==> config.mk <==
export PLATFORM = sky130hd
export DESIGN_NAME = obstacle_spawner
export DESIGN_NICKNAME = d
export VERILOG_FILES = /design/src/rtl/dino_pkg.sv /design/src/rtl/spawn_gap_timer.sv /design/src/rtl/obstacle_spawner.sv
export SDC_FILE = /design/constraint.sdc
export NUM_CORES = 1
export LEC_CHECK = 0
export CAP_MARGIN = 30
export CORE_MARGIN = 3
export CORE_UTILIZATION = 47
export CTS_CLUSTER_DIAMETER = 80
export DETAILED_ROUTE_END_ITERATION = 6
export PLACE_DENSITY = 0.82
export SYNTH_ARGS = -nofsm -noshare
export SYNTH_HDL_FRONTEND = slang
export SYNTH_SLANG_ARGS = --single-unit
==> constraint.sdc <==
create_clock -name clk_i -period 4.2 [get_ports clk_i]
set_input_delay 0.63 -clock clk_i [delete_from_list [all_inputs] [get_ports clk_i]]
set_output_delay 0.63 -clock clk_i [all_outputs]
set_load 0.1 [all_outputs]
==> src/rtl/dino_pkg.sv <==
// Shared types and default constants for the dino game core.
// Holds obstacle encodings and the spawner FSM state set.
package dino_pkg;

    typedef enum logic [1:0] {
        OBS_SMALL   = 2'd0,
        OBS_CLUSTER = 2'd1,
        OBS_LARGE   = 2'd2,
        OBS_BIRD    = 2'd3
    } obstacle_type_e;

    typedef enum logic [2:0] {
        IDLE  = 3'd0,
        DRAW  = 3'd1,
        LATCH = 3'd2,
        WAIT  = 3'd3,
        SPAWN = 3'd4
    } spawner_state_e;

    localparam int unsigned MIN_GAP_TICKS_DEF = 20;
    localparam int unsigned GAP_BITS_DEF      = 5;

endpackage

==> src/rtl/spawn_gap_timer.sv <==
// Frame-tick down-counter that sets the spacing between obstacle spawns.
// The counter stops at zero; the owner decides what a tick at zero means.
module spawn_gap_timer #(
    parameter int GAP_W = 6
) (
    input  logic             clk_i,
    input  logic             rst_ni,
    input  logic             clr_i,
    input  logic             load_i,
    input  logic [GAP_W-1:0] load_val_i,
    input  logic             dec_i,
    output logic             zero_o
);

    logic [GAP_W-1:0] count_q;

    always_ff @(posedge clk_i) begin
        if (!rst_ni || clr_i) begin
            count_q <= '0;
        end else if (load_i) begin
            count_q <= load_val_i;
        end else if (dec_i && (count_q != '0)) begin
            count_q <= count_q - GAP_W'(1);
        end
    end

    assign zero_o = (count_q == '0);

endmodule

==> src/rtl/obstacle_spawner.sv <==
// Draws a random word from the LFSR, waits a random number of frame ticks,
// then offers one obstacle spawn over a valid/ready handshake.
module obstacle_spawner
    import dino_pkg::*;
#(
    parameter int unsigned MIN_GAP_TICKS = MIN_GAP_TICKS_DEF,
    parameter int unsigned GAP_BITS      = GAP_BITS_DEF
) (
    input  logic        clk_i,
    input  logic        rst_ni,
    input  logic        run_i,
    input  logic        tick_i,
    output logic        next_o,
    input  logic [15:0] rand_i,
    output logic        spawn_valid_o,
    input  logic        spawn_ready_i,
    output logic [1:0]  spawn_type_o,
    output logic [1:0]  spawn_var_o
);

    localparam int GAP_W = $clog2(MIN_GAP_TICKS + 2**GAP_BITS);

    spawner_state_e state_q, state_d;
    obstacle_type_e type_q;
    logic [1:0]     var_q;
    logic [GAP_W-1:0] gap_load;
    logic           gap_zero;

    // Bits between the gap field and the variant field carry no meaning here.
    logic unused_rand;
    assign unused_rand = ^rand_i[11:GAP_BITS];

    assign gap_load = GAP_W'(MIN_GAP_TICKS) + GAP_W'(rand_i[GAP_BITS-1:0]);

    spawn_gap_timer #(
        .GAP_W (GAP_W)
    ) u_gap_timer (
        .clk_i      (clk_i),
        .rst_ni     (rst_ni),
        .clr_i      (!run_i),
        .load_i     (state_q == LATCH),
        .load_val_i (gap_load),
        .dec_i      ((state_q == WAIT) && tick_i),
        .zero_o     (gap_zero)
    );

    always_ff @(posedge clk_i) begin
        if (!rst_ni) begin
            state_q <= IDLE;
        end else begin
            state_q <= state_d;
        end
    end

    // Obstacle attributes clear whenever the game stops so IDLE shows all zeros.
    always_ff @(posedge clk_i) begin
        if (!rst_ni || !run_i) begin
            type_q <= OBS_SMALL;
            var_q  <= 2'b00;
        end else if (state_q == LATCH) begin
            type_q <= obstacle_type_e'(rand_i[15:14]);
            var_q  <= rand_i[13:12];
        end
    end

    always_comb begin
        state_d       = state_q;
        next_o        = 1'b0;
        spawn_valid_o = 1'b0;
        case (state_q)
            IDLE: begin
                if (run_i) state_d = DRAW;
            end
            DRAW: begin
                next_o  = 1'b1;
                state_d = LATCH;
            end
            LATCH: begin
                state_d = WAIT;
            end
            WAIT: begin
                if (tick_i && gap_zero) state_d = SPAWN;
            end
            SPAWN: begin
                spawn_valid_o = 1'b1;
                if (spawn_ready_i) state_d = DRAW;
            end
            default: state_d = IDLE;
        endcase
        if (!run_i) state_d = IDLE;
    end

    assign spawn_type_o = type_q;
    assign spawn_var_o  = var_q;

endmodule

==> key figures, run 1 <==
CTS
  • Clk_lat worst skew: around 280 ps
  • Max H-tree Level: 1
  • CTS Buf Count: 3
  • Hold_buf cts: 0
  • PostCTS Resize Cnt: 0
  • Clock Path Buffers: 2
  • CTS root buffer: clkbuf_4
  • Clock Pin Slew Worst Setup and Hold Paths: 90 ps
  • Clock tree sinks: 13
  • Setup Fix Bufs, Post-CTS: 0
  • CTS tree: built

Drt
  • Final WL: approximately 1900 um
  • DRT antenna net count: 0
  • DRT iter0 DRCs: 21
  • Remaining DRCs: 0
  • Routed len/inst: 14.24 um
  • TritonRoute pass-1 iters: 4
  • Vias: slightly below 800
  • Via density: roughly 6

Logic synthesis
  • Sequential fraction of the synthesis area: 0.3333
  • Area contributors post-synth: dfxtp_1 33%, a21oi_1 7.7%, ha_1 4.8%
  • Mapped Area: a little under 800 um^2
  • Synthesis Warnings: 0
  • Share of Yosys cell area claimed by the top area cell type: 0.3333
  • Synth Flop Type: dfxtp_1
  • Yosys cell types: 31
  • Synth top cells by count: 13 x dfxtp_1, 12 x a21oi_1, 9 x nor2_1
  • Cells after Synth: 95
  • Mapped Avg Cell Area: roughly 8.2 um^2
  • Asr flop ratio synth: 0
  • Area leader, netlist: dfxtp_1
  • Register bit count reported by yosys: 13
  • Top-count cell post-synth: dfxtp_1
  • Syn_nets: 119
  • Post-synth EDFFs: 0

STA
  • Worst-margin pin slew: between 900 and 1000 ps
  • Fin crit share: 0.7349
  • Clk_skew: 10.64 ps
  • Final setup vio count: 0
  • Hold slack: 481.7 ps
  • Fin crit period: around 3100 ps
  • Max Slew Vio Count: 0
  • FMAX: between 300 and 400 MHz
  • Unrepaired setup endpoints after global routing: no
  • Setup_tns: 0 ps
  • Slew margin rel.: 0.3519
  • Endpoints failing hold: 0
  • Worst setup margin: around 1100 ps

Setup path
  • WP data arrival: approximately 2500 ps
  • Slowest stage cell, crit path: clkdlybuf4s50_1
  • CP cell instances: inv_4, nor3_1, clkdlybuf4s50_1
  • Setup crit start kind: flip-flop
  • Crit end category: primary output
  • Buf+Inv Stages, Crit Path: 2
  • Worst path max stage delay: ~1200 ps
  • Worst path top cell family by delay: buffers and inverters
  • Setup CP Type: reg -> out
  • Worst Path Required: between 3000 and 4000 ps
  • Crit Path Max Fanout: 15

Placement
  • Port bufs: 19
  • RePlAce Congestion: roughly 0.84
  • Post-DP HPWL: about 1400 um
  • Pre-CTS setup slack: about 1400 ps
  • Placed insts: between 100 and 150

Power
  • Max VDD drop: about 0.24 mV
  • Power Density: approximately 260 mW/mm^2
  • Leak pwr: 0.3474 nW

Die
  • Die ar.: between 0.002 and 0.0025 mm^2
  • Row Count: 14
  • Initial core utilization: 0.5065
  • Die Y: 46.76 um
  • IO Pins: 27
  • Die width: roughly 47 um
  • Core Region: roughly 0.0015 mm^2

Finish
  • Layout cell share with drive strength beyond 1: 0.08696
  • Area Overhead vs Synth: 28.85%
  • Final net count: 140
  • Area occupied by multi-input gates: slightly below 500 um^2
  • Final core utilization: 0.6526
  • # fillers: roughly 130
  • Fin cells: approximately 130
  • N_diodes: 0
  • Register area: approximately 260 um^2

GRT
  • Vias in the first global route: just over 700
  • Largest net degree at the start of global routing: 16
  • First-pass GRT wire length: just under 3000 um
  • Initial antenna violation count: 0
  • GRT Total Usage: 0.1890
  • Total grt overflow: 0

Min path
  • Hold crit path type: reg -> reg

Outcome
  • Status: complete, no violations

Job
  • Max-cap viol count: 0
==> per-layer routing <==
metal | GRT usage | vias up | routed length, um
met1 | 0.2401 | 353 | 837
met2 | 0.2747 | 33 | 861
met4 | 0.08287 | 0 | 14
li1 | - | 398 | -
met3 | 0.08812 | 2 | 152
met5 | 0 | - | 0
==> cell type report <==
class / count / area share
Timing Repair Buffer: 19 / 0.1891
Multi-Input combinational cell: 74 / 0.4851
Inverter: 5 / 0.02114
Tap cell: 16 / 0.01990
Sequential cell: 13 / 0.2587
Clock buffer: 4 / 0.02612
==> registers in the layout, indices dropped and copies added (netlist names) <==
signal and flops:
u_gap_timer.count_q 6, state_q 3, spawn_type_o 2, spawn_var_o 2
==> worst min-delay path, cell delays in order (launching register included) <==
cell and delay [ps]:
dfxtp_1 320, o21ai_0 60, a21oi_1 60
==> logic make-up (layout without fill, tap and decap cells) <==
logic type | after synthesis | in the layout | synth area share
buffers and inverters | 8 | 28 | 0.04167
adders and majority gates | 3 | 3 | 0.04808
AOI/OAI and AO/OA | 34 | 34 | 0.2997
xor gates and xnor gates | 1 | 1 | 0.01122
and+or+nand+nor | 36 | 36 | 0.2660
DFF | 13 | 13 | 0.3333
==> through the flow <==
step | cell area [um^2] | total power, mW
floorplan | 780.7 | 0.1603
global placement | 979.7 | 0.1794
detailed placement | 979.7 | 0.1807
CTS | 1006 | 0.2601
global route | 1006 | 0.2684
finish | 1006 | 0.2572
==> where the power goes <==
group,leakage [nW],total (mW),internal [mW],switching [mW]
combinational,0.227,0.0489,0.0228,0.0261
clock,0.0150,0.0793,0.0369,0.0424
sequential,0.105,0.129,0.125,0.00397
total,0.347,0.257,0.185,0.0725
==> cells in the final DEF, fill, tap and decap left out, drive strengths merged, types with 3 or more instances in the layout <==
| cell | n |
|---|---|
| clkbuf | 4 |
| o21ai | 10 |
| clkdlybuf4s50 | 19 |
| ha | 3 |
| nand2 | 7 |
| nor3b | 3 |
| a21oi | 12 |
| dfxtp | 13 |
| inv | 5 |
| nor2 | 9 |
| a211oi | 3 |
| nor3 | 4 |
| a2bb2oi | 3 |
==> worst paths after layout <==
path	from	to	slack, ps	cells past startpoint
worst max-delay path	state_q[0]	next_o	1110	3
worst min-delay path	spawn_type_o[0]	spawn_type_o[0]	480	2
worst max register to register	u_gap_timer.count_q[0]	u_gap_timer.count_q[1]	2430	6
worst min register to register	spawn_type_o[0]	spawn_type_o[0]	480	2
(Power assumes the default switching activity.)
==> run 2, diff against run 1 <==
--- a/config.mk
+++ b/config.mk
@@ -7,10 +7,10 @@
 export LEC_CHECK = 0
 export CAP_MARGIN = 30
 export CORE_MARGIN = 3
-export CORE_UTILIZATION = 47
+export CORE_UTILIZATION = 43
 export CTS_CLUSTER_DIAMETER = 80
 export DETAILED_ROUTE_END_ITERATION = 6
-export PLACE_DENSITY = 0.82
+export PLACE_DENSITY = 0.76
 export SYNTH_ARGS = -nofsm -noshare
 export SYNTH_HDL_FRONTEND = slang
 export SYNTH_SLANG_ARGS = --single-unit
==> constraint.sdc (replaced) <==
create_clock -name clk_i -period 2.85 [get_ports clk_i]
set_input_delay 0.4275 -clock clk_i [delete_from_list [all_inputs] [get_ports clk_i]]
set_output_delay 0.4275 -clock clk_i [all_outputs]
set_load 0.1 [all_outputs]
==> key figures, run 2 (synthesis results as in run 1) <==
CTS
  • CTS root buffer: clkbuf_4
  • Clk_lat worst skew: 280 ps (about the same)
  • CTS Buf Count: 3 (unchanged)
  • PostCTS Resize Cnt: 0 (unchanged)
  • Max H-tree Level: 1 (unchanged)
  • Clock Pin Slew Worst Setup and Hold Paths: 90 ps (about the same)
  • Clock tree sinks: 13 (unchanged)
  • Setup Fix Bufs, Post-CTS: 0 (unchanged)
  • Clock Path Buffers: 2 (unchanged)
  • Hold_buf cts: 0 (unchanged)
  • CTS tree: built

Finish
  • Area Overhead vs Synth: 29.01%
  • Max FFs per register: 6 (unchanged)
  • # fillers: 152 (+15%)
  • Layout cell share with drive strength beyond 1: 0.1565 (+0.06957)
  • Largest regs: u_gap_timer.count_q (6), state_q (3)
  • Most frequent cells in the layout: 13 x clkdlybuf4s50_1, 13 x dfxtp_1, 12 x a21oi_1
  • Final net count: 140 (unchanged)
  • Post-route cell area: 0.001007 mm^2 (+0.13%)
  • Largest register by flop count: u_gap_timer.count_q
  • N_diodes: 0 (unchanged)

Drt
  • DRT iter0 DRCs: 16 (-24%)
  • Vias: 778 (-1.0%)
  • Via density: 5.597 (-6.7%)
  • TritonRoute pass-1 iters: 4 (unchanged)
  • Routed len/inst: 13.54 um (-4.9%)
  • Final WL: 1882 um (+0.91%)
  • DRT antenna net count: 0 (unchanged)
  • Remaining DRCs: 0 (unchanged)

Setup path
  • Crit end category: primary output
  • CP cell instances: inv_4, nor3_2, buf_4
  • Worst path top cell family by delay: flip-flops
  • Slowest stage cell, crit path: dfxtp_1
  • Setup CP Type: reg -> out
  • Setup crit start kind: flip-flop
  • Worst Path Required: 2420 ps (-1150 ps)
  • WP data arrival: 1640 ps (-820 ps)
  • Buf+Inv Stages, Crit Path: 2 (unchanged)
  • Worst path max stage delay: 690 ps (-470 ps)
  • Crit Path Max Fanout: 15 (unchanged)

Die
  • Die width: 48.61 um (+4.0%)
  • Row Count: 14 (unchanged)
  • IO Pins: 27 (unchanged)
  • Die Y: 48.61 um (+4.0%)
  • Die ar.: 0.002363 mm^2 (+8.1%)
  • Core Region: 0.001612 mm^2 (+4.5%)
  • Initial core utilization: 0.4845 (-0.02202)

STA
  • Unrepaired setup endpoints after global routing: no
  • FMAX: between 400 and 500 MHz
  • Setup_tns: 0 ps (unchanged)
  • Fin crit share: 0.7256
  • Fin crit period: around 2100 ps
  • Worst-margin pin slew: 797.8 ps (-171.3 ps)
  • Clk_skew: 5.220 ps (-5.422 ps)
  • Max Slew Vio Count: 0 (unchanged)
  • Slew margin rel.: 0.4670 (+0.1151)
  • Final setup vio count: 0 (unchanged)
  • Hold slack: 475.4 ps (-6.322 ps)
  • Endpoints failing hold: 0 (unchanged)

GRT
  • Vias in the first global route: 726 (+2.4%)
  • Initial antenna violation count: 0 (unchanged)
  • GRT Total Usage: 0.1670 (-0.02203)
  • Total grt overflow: 0 (unchanged)
  • First-pass GRT wire length: 3139 um (+7.8%)
  • Largest net degree at the start of global routing: 16 (unchanged)

Job
  • Max-cap viol count: 0 (unchanged)

Power
  • Leak pwr: 0.3625 nW (+4.3%)
  • Power Density: 379.5 mW/mm^2 (+48%)
  • Max VDD drop: 0.3192 mV (+34%)
  • Power Total: 0.3823 mW (+49%)

Placement
  • Port bufs: 19 (unchanged)
  • RePlAce Congestion: 0.8255 (-1.9%)
  • Post-DP HPWL: 1322 um (-4.8%)
  • Placed Area: 979.7 um^2 (unchanged)

Outcome
  • Status: complete, no violations

Min path
  • Hold crit path type: reg -> reg
==> run 2: layout make-up <==
class                   instances  area (um^2)  area share
clock buffers                   3        22.52     0.02236
clock inverters                 1        5.005    0.004969
inverters                       5        21.27     0.02112
multi-input cells              74        493.0      0.4894
flip-flops and latches         13        260.3      0.2584
well taps                      24        30.03     0.02981
repair buffers                 19        175.2      0.1739
==> run 2: through the flow <==
stage                 util  setup slack [ps]  cells
floorplan                -             694.2     95
CTS                 0.6250             777.4    139
global placement    0.6079             859.6    135
finish              0.6250             782.0    139
global route        0.6250             688.3    139
detailed placement  0.6079             817.1    135
==> run 2: metal layers <==
metal / vias up / global-route usage / routed length (um)
li1: 393 / - / -
met1: 369 / 0.1978 / 844
met2: 14 / 0.2783 / 933
met3: 2 / 0.06135 / 90
met4: 0 / 0.05213 / 14
met5: - / 0 / 0
==> run 2: worst min-delay path: stages (launching register included) <==
cell and delay, ps:
dfxtp_1 310, o21ai_0 60, a21oi_1 60
==> run 2: path summary, 6_finish.rpt <==
check	startpoint	endpoint	slack, ps	depth (start not counted)
setup reg to reg	u_gap_timer.count_q[0]	u_gap_timer.count_q[2]	1100	6
setup / recovery	state_q[0]	next_o	780	3
hold / removal	spawn_type_o[1]	spawn_type_o[1]	480	2
hold reg to reg	spawn_type_o[1]	spawn_type_o[1]	480	2
==> run 2: report_power, final <==
group / internal [mW] / switching [mW] / total [mW]
logic: 0.0334 / 0.0394 / 0.0728
clock network: 0.0521 / 0.0672 / 0.119
registers: 0.184 / 0.00595 / 0.190
total: 0.270 / 0.113 / 0.382
